===== src/rtl/io_map_pkg.sv =====
// Port-A I/O map shared by the switch input port and the CPU memory decoder:
// register addresses, status bit positions and the switch event payload.
package io_map_pkg;

  localparam int unsigned IO_ADDR_W = 16;

  localparam logic [IO_ADDR_W-1:0] SW_DATA_ADDR = 16'hCFFD;
  localparam logic [IO_ADDR_W-1:0] LEDS_ADDR    = 16'hCFFE;
  localparam logic [IO_ADDR_W-1:0] SW_STAT_ADDR = 16'hCFFF;
  localparam logic [IO_ADDR_W-1:0] SW_EVT_ADDR  = 16'hD000;

  localparam int unsigned STAT_NONEMPTY = 0;
  localparam int unsigned STAT_FULL     = 1;
  localparam int unsigned STAT_OVF      = 2;
  localparam int unsigned STAT_IRQEN    = 3;
  localparam int unsigned STAT_CNT_LSB  = 4;
  localparam int unsigned STAT_CNT_W    = 3;

  localparam int unsigned SW_W       = 8;
  localparam int unsigned EVT_MASK_W = 8;
  localparam int unsigned EVT_VAL_W  = 8;

  typedef struct packed {
    logic [EVT_MASK_W-1:0] mask;
    logic [EVT_VAL_W-1:0]  value;
  } sw_event_t;

  localparam int unsigned EVT_W = $bits(sw_event_t);

endpackage


===== src/rtl/sw_event_fifo.sv =====
// Small event FIFO for the switch port; resolves simultaneous push/pop,
// including push-while-full with a pop, and flags pushes it had to drop.
module sw_event_fifo #(
  parameter int unsigned DEPTH = 4,
  parameter int unsigned WIDTH = 16
) (
  input  logic                     clk,
  input  logic                     reset,
  input  logic                     push_i,
  input  logic                     pop_i,
  input  logic [WIDTH-1:0]         data_i,
  output logic [WIDTH-1:0]         head_o,
  output logic [$clog2(DEPTH):0]   count_o,
  output logic                     full_o,
  output logic                     empty_o,
  output logic                     drop_c
);

  localparam int unsigned PTR_W = (DEPTH > 1) ? $clog2(DEPTH) : 1;
  localparam int unsigned CNT_W = $clog2(DEPTH) + 1;

  logic [PTR_W-1:0] rd_ptr_q, rd_ptr_d;
  logic [PTR_W-1:0] wr_ptr_q, wr_ptr_d;
  logic [CNT_W-1:0] count_q, count_d;
  logic [WIDTH-1:0] mem_q [DEPTH];
  logic             do_pop_c;
  logic             do_push_c;

  function automatic logic [PTR_W-1:0] ptr_inc(input logic [PTR_W-1:0] p);
    return (p == PTR_W'(DEPTH - 1)) ? '0 : p + PTR_W'(1);
  endfunction

  assign empty_o = (count_q == '0);
  assign full_o  = (count_q == CNT_W'(DEPTH));
  assign count_o = count_q;
  assign head_o  = mem_q[rd_ptr_q];

  // A pop frees the slot in the same edge, so a full FIFO still accepts a push.
  assign do_pop_c  = pop_i & ~empty_o;
  assign do_push_c = push_i & (~full_o | do_pop_c);
  assign drop_c    = push_i & full_o & ~do_pop_c;

  always_comb begin
    rd_ptr_d = rd_ptr_q;
    wr_ptr_d = wr_ptr_q;
    count_d  = count_q;
    if (do_pop_c)  rd_ptr_d = ptr_inc(rd_ptr_q);
    if (do_push_c) wr_ptr_d = ptr_inc(wr_ptr_q);
    if (do_push_c && !do_pop_c)      count_d = count_q + CNT_W'(1);
    else if (do_pop_c && !do_push_c) count_d = count_q - CNT_W'(1);
  end

  always_ff @(posedge clk) begin
    if (!reset) begin
      rd_ptr_q <= '0;
      wr_ptr_q <= '0;
      count_q  <= '0;
    end else begin
      rd_ptr_q <= rd_ptr_d;
      wr_ptr_q <= wr_ptr_d;
      count_q  <= count_d;
    end
  end

  always_ff @(posedge clk) begin
    if (reset && do_push_c) mem_q[wr_ptr_q] <= data_i;
  end

endmodule


===== src/rtl/sw_input_port.sv =====
// Memory-mapped switch input port: sync, debounce, event FIFO, status and irq.
// SW_PORT_IRQ_EN enables the irq_en status bit and the irq output.
module sw_input_port
  import io_map_pkg::*;
#(
  parameter int unsigned DATA_WIDTH      = 16,
  parameter int unsigned ADDR_WIDTH      = 16,
  parameter int unsigned DEBOUNCE_CYCLES = 50000,
  parameter int unsigned FIFO_DEPTH      = 4
) (
  input  logic                  clk,
  input  logic                  reset,
  input  logic [SW_W-1:0]       switches,
  input  logic [ADDR_WIDTH-1:0] address,
  input  logic                  wren,
  input  logic [DATA_WIDTH-1:0] data_in,
  input  logic                  rden,
  output logic                  hit,
  output logic [DATA_WIDTH-1:0] q,
  output logic                  irq
);

  localparam int unsigned CNT_W  = $clog2(DEBOUNCE_CYCLES);
  localparam int unsigned FCNT_W = $clog2(FIFO_DEPTH) + 1;
  localparam logic [CNT_W-1:0] CNT_MAX = CNT_W'(DEBOUNCE_CYCLES - 1);

  logic [SW_W-1:0]       s1_q, s2_q;
  logic [SW_W-1:0]       cand_q, cand_d;
  logic [SW_W-1:0]       stable_q, stable_d;
  logic [CNT_W-1:0]      cnt_q, cnt_d;
  logic                  primed_q, primed_d;
  logic                  ovf_q, ovf_d;
  logic [DATA_WIDTH-1:0] q_q, q_d;
  logic [DATA_WIDTH-1:0] stat_c;
  logic                  commit_c, push_c, pop_c, drop_c, stat_wr_c;
  logic                  sel_data_c, sel_stat_c, sel_evt_c;
  logic                  irq_en_c;
  sw_event_t             evt_c, head_c;
  logic [FCNT_W-1:0]     fifo_count;
  logic                  fifo_full, fifo_empty;
  logic                  unused_c;

  assign unused_c = ^data_in;

  assign sel_data_c = (address == ADDR_WIDTH'(SW_DATA_ADDR));
  assign sel_stat_c = (address == ADDR_WIDTH'(SW_STAT_ADDR));
  assign sel_evt_c  = (address == ADDR_WIDTH'(SW_EVT_ADDR));
  assign hit        = sel_data_c | sel_stat_c | sel_evt_c;
  assign stat_wr_c  = wren & sel_stat_c;
  assign pop_c      = rden & ~wren & sel_evt_c & ~fifo_empty;

  // Debounce: a candidate must hold for DEBOUNCE_CYCLES before it commits.
  always_comb begin
    cand_d   = cand_q;
    cnt_d    = cnt_q;
    stable_d = stable_q;
    primed_d = primed_q;
    commit_c = 1'b0;
    if (s2_q != cand_q) begin
      cand_d = s2_q;
      cnt_d  = '0;
    end else if (cnt_q == CNT_MAX && cand_q != stable_q) begin
      commit_c = 1'b1;
      stable_d = cand_q;
      primed_d = 1'b1;
    end else if (cnt_q != CNT_MAX) begin
      cnt_d = cnt_q + CNT_W'(1);
    end
  end

  // The first commit after reset only establishes the baseline level.
  assign push_c = commit_c & primed_q;
  assign evt_c  = '{mask: cand_q ^ stable_q, value: cand_q};

  sw_event_fifo #(
    .DEPTH (FIFO_DEPTH),
    .WIDTH (EVT_W)
  ) u_fifo (
    .clk     (clk),
    .reset   (reset),
    .push_i  (push_c),
    .pop_i   (pop_c),
    .data_i  (evt_c),
    .head_o  (head_c),
    .count_o (fifo_count),
    .full_o  (fifo_full),
    .empty_o (fifo_empty),
    .drop_c  (drop_c)
  );

  // A dropped event outranks a same-cycle clear so the loss stays visible.
  always_comb begin
    ovf_d = ovf_q;
    if (stat_wr_c && data_in[STAT_OVF]) ovf_d = 1'b0;
    if (drop_c)                         ovf_d = 1'b1;
  end

  always_comb begin
    stat_c                                = '0;
    stat_c[STAT_NONEMPTY]                 = ~fifo_empty;
    stat_c[STAT_FULL]                     = fifo_full;
    stat_c[STAT_OVF]                      = ovf_q;
    stat_c[STAT_IRQEN]                    = irq_en_c;
    stat_c[STAT_CNT_LSB +: STAT_CNT_W]    = STAT_CNT_W'(fifo_count);
  end

  always_comb begin
    q_d = '0;
    if (sel_data_c)                    q_d = DATA_WIDTH'(stable_q);
    else if (sel_stat_c)               q_d = stat_c;
    else if (sel_evt_c && !fifo_empty) q_d = DATA_WIDTH'(head_c);
  end

  always_ff @(posedge clk) begin
    if (!reset) begin
      s1_q     <= '0;
      s2_q     <= '0;
      cand_q   <= '0;
      cnt_q    <= '0;
      stable_q <= '0;
      primed_q <= 1'b0;
      ovf_q    <= 1'b0;
      q_q      <= '0;
    end else begin
      s1_q     <= switches;
      s2_q     <= s1_q;
      cand_q   <= cand_d;
      cnt_q    <= cnt_d;
      stable_q <= stable_d;
      primed_q <= primed_d;
      ovf_q    <= ovf_d;
      q_q      <= q_d;
    end
  end

  assign q = q_q;

`ifdef SW_PORT_IRQ_EN
  logic irq_en_q, irq_en_d;
  logic irq_q, irq_d;

  always_comb begin
    irq_en_d = irq_en_q;
    if (stat_wr_c) irq_en_d = data_in[STAT_IRQEN];
    irq_d = irq_en_q & (~fifo_empty | ovf_q);
  end

  always_ff @(posedge clk) begin
    if (!reset) begin
      irq_en_q <= 1'b0;
      irq_q    <= 1'b0;
    end else begin
      irq_en_q <= irq_en_d;
      irq_q    <= irq_d;
    end
  end

  assign irq_en_c = irq_en_q;
  assign irq      = irq_q;
`else
  assign irq_en_c = 1'b0;
  assign irq      = 1'b0;
`endif

endmodule


===== config.mk =====
export PLATFORM = sky130hd
export DESIGN_NAME = sw_input_port
export DESIGN_NICKNAME = d
export VERILOG_FILES = /design/src/rtl/io_map_pkg.sv /design/src/rtl/sw_event_fifo.sv /design/src/rtl/sw_input_port.sv
export SDC_FILE = /design/constraint.sdc
export NUM_CORES = 1
export LEC_CHECK = 0
export ABC_AREA = 1
export BUFFER_PORTS_ARGS = -buffer_cell sky130_fd_sc_hd__buf_2
export CAP_MARGIN = 20
export CELL_PAD_IN_SITES_DETAIL_PLACEMENT = 0
export CELL_PAD_IN_SITES_GLOBAL_PLACEMENT = 2
export CORE_MARGIN = 2
export CORE_UTILIZATION = 39
export CTS_BUF_LIST = sky130_fd_sc_hd__clkbuf_8 sky130_fd_sc_hd__clkbuf_16
export DETAILED_ROUTE_END_ITERATION = 6
export GPL_ROUTABILITY_DRIVEN = 1
export PLACE_DENSITY_LB_ADDON = 0.2
export REMOVE_ABC_BUFFERS = 1
export SETUP_SLACK_MARGIN = 0.5
export SYNTH_ARGS = -nofsm -noshare
export SYNTH_HDL_FRONTEND = slang
export SYNTH_SLANG_ARGS = --single-unit
export TNS_END_PERCENT = 1

===== constraint.sdc =====
create_clock -name clk -period 5.87 [get_ports clk]
set_input_delay 0.8805 -clock clk [delete_from_list [all_inputs] [get_ports clk]]
set_output_delay 0.8805 -clock clk [all_outputs]
set_load 0.02 [all_outputs]

==> flow_summary.json <==
{
  "critPathRequiredTime_ps": 5900,
  "worstPathMaxFanout": 16,
  "setup_viol": 0,
  "tightestPinTransition_ps": 1035,
  "fin_nets": 751,
  "final_layout_size_suffix_gt1_share_pct": 16.01,
  "rsz0062_at_grt": "false",
  "cts_tree": "built",
  "layout_commonest_cell": "nand2_1",
  "rows": 44,
  "skew_ps": 5.779,
  "coreArea_sq_um": 14530,
  "power_density_nw_per_um2": 318.9,
  "via_per_inst": 4.594,
  "relSlewSlack_pct": 30.95,
  "fp.dieH_um": 125.9,
  "clkTransAtPathRegs_ps": 50,
  "fin_crit_ps": 2817,
  "wirelength_um": 11970,
  "synth-seq-cells": 139,
  "layout_common_cells": "nand2_1, inv_1, nor2_1",
  "worstPathArrival_ps": 2850,
  "ioPinCount": 62,
  "overflow": 0,
  "status": "finished clean",
  "die_w_um": 125.9,
  "syn-instance-count": 645,
  "leakage_nw": 2.925,
  "grt_pass1_vias": 3937,
  "synth.avg_cell_area_sq_um": 8.989,
  "hold_viol_final": 0,
  "placed_cell_area_sq_um": 6210,
  "start_kind": "flop",
  "hold_class": "flop to flop",
  "fin_ws_ps": 3053,
  "final_util_pct": 47.10,
  "gp_congestion": 0.7950,
  "max_cap_violations": 0,
  "diodes": 0,
  "initial_core_util_pct": 39.89,
  "cts_buffer_depth": 2,
  "vdd_drop_max_uv": 192.3,
  "track_usage_pct": 16.21,
  "fin_setup_tns_ps": 0,
  "cts_resized": 0,
  "wire_per_inst_um": 13.36,
  "slew_violations": 0,
  "post-place-cells": 863,
  "dp_hpwl_um": 8147,
  "end_kind": "flop",
  "insertion_delay_ps": 410,
  "numPortBuffers": 45,
  "synth.distinct_cells": 39,
  "synth_warnings": 0,
  "preCtsSetupSlack_ps": 2560,
  "period_share_pct": 48.00,
  "finalNonFillerCells": 896,
  "grt_max_degree": 51,
  "antenna_found_initial": 0,
  "area_growth_pct": 18.06,
  "ys_seq_area_share_pct": 59.04,
  "grt_first_pass_wirelength_um": 19750,
  "hold_buffers": 0,
  "path_class": "flop to flop",
  "clockRootBuffer": "clkbuf_16",
  "cts_buffers": 17,
  "fmax_mhz": 354.9,
  "die_area_sq_um": 15860,
  "drc": 0,
  "design_area_sq_um": 6845,
  "post_cts_buffers": 0,
  "vias": 4116,
  "syn-cell-area_sq_um": 5798,
  "drt-initial-drc-count": 206,
  "ant_nets": 0,
  "dr.pass1.iters": 4,
  "h-tree-depth": 4,
  "cts_sinks": 139
}
## where the power goes
group	leakage [nW]	total (mW)	switching, mW	internal (mW)
Sequential	1.20	1.02	0.00624	1.02
Combinational	1.43	0.0559	0.0363	0.0196
Clock	0.295	1.11	0.396	0.710
## Yosys cell counts
master	number	area (sq um)
a211oi_1	1	7.510
a21oi_1	38	190.2
a32o_1	1	10.01
and3_1	1	6.260
buf_1	1	3.750
buf_2	5	25.02
buf_4	1	7.510
buf_6	1	11.26
clkbuf_1	7	26.28
conb_1	1	3.750
dfxtp_1	75	1501
edfxtp_1	64	1922
fa_1	1	20.02
ha_1	7	87.58
inv_1	90	337.8
inv_2	8	30.03
nand2_1	126	473.0
nand2_2	3	18.77
nand2_4	1	11.26
nand3_1	15	75.07
nand3_2	4	40.04
nand3_4	1	17.52
nand4_1	7	43.79
nand4_2	2	25.02
nor2_1	82	307.8
nor2_2	8	50.05
nor2_4	4	45.04
nor2_8	1	20.02
nor3_1	11	55.05
nor3_2	1	10.01
nor3b_1	1	7.510
nor4_1	2	12.51
o211ai_1	1	7.510
o21ai_0	60	300.3
o21bai_1	1	7.510
o22ai_1	7	43.79
or2_0	2	12.51
or2_2	1	6.260
xor2_1	2	17.52
## worst paths after layout
| kind | start | to | slack [ps] | cells past startpoint |
|---|---|---|---|---|
| worst max-delay path | cand_q[0] | u_fifo.mem_q[2][14] | 3050 | 10 |
| worst min-delay path | s1_q[7] | s2_q[7] | 410 | 2 |
| worst max register to register | cand_q[0] | u_fifo.mem_q[2][14] | 3050 | 10 |
| worst min register to register | s1_q[7] | s2_q[7] | 410 | 2 |
## flip-flops by register name (all words and copies together) (netlist names), named ones only
| register | count |
|---|---|
| q | 16 |
| cnt_q | 16 |
| cand_q | 8 |
| u_fifo.count_o | 3 |
| u_fifo.rd_ptr_q | 2 |
| primed_q | 1 |
| u_fifo.wr_ptr_q | 2 |
| stable_q | 8 |
| s2_q | 8 |
| ovf_q | 1 |
| s1_q | 8 |
| u_fifo.mem_q | 64 |
## layout make-up
cell class / count / area, sq um
inverter: 98 / 367.9
clock inverter: 15 / 195.2
sequential: 139 / 3423
tap: 184 / 230.2
timing repair buffer: 50 / 270.3
clock buffer: 17 / 425.4
multi-input combinational: 393 / 1933
fill: 1409 / 7689
## per-layer routing
metal	vias up	share of wire, %	GRT usage [%]
met5	-	0	0
met4	0	0.81	4.654
met3	8	2.9	4.248
met2	48	49	26.94
met1	1859	47	20.97
li1	2201	-	-
## worst max-delay path: stages (launching register included)
cell and delay, ps:
dfxtp_1 530, inv_2 80, nand2_1 70, nand2_1 50
nor2_1 160, nand2_1 150, nor2_8 180, nand4_2 130
nor2_4 180, nand2_4 90, nor2_2 800
## kinds of logic (layout without fill, tap and decap cells)
logic type	after synthesis	after routing	synth area share, %
fa+ha+maj	8	8	1.856
buf+inv	113	180	7.618
simple gates	273	273	21.34
xor+xnor	2	2	0.3022
other cells	1	1	0.06468
flops	139	139	59.04
compound gates	109	109	9.776
## per-stage QoR
stage               hold slack (ps)  total power, mW
global placement              395.3            1.098
CTS                           409.4            2.212
floorplan                     390.0            1.073
global route                  427.4            2.266
detailed placement            397.2            1.099
finish                        407.0            2.183
Note: power is estimated with default switching activity, not from simulation.
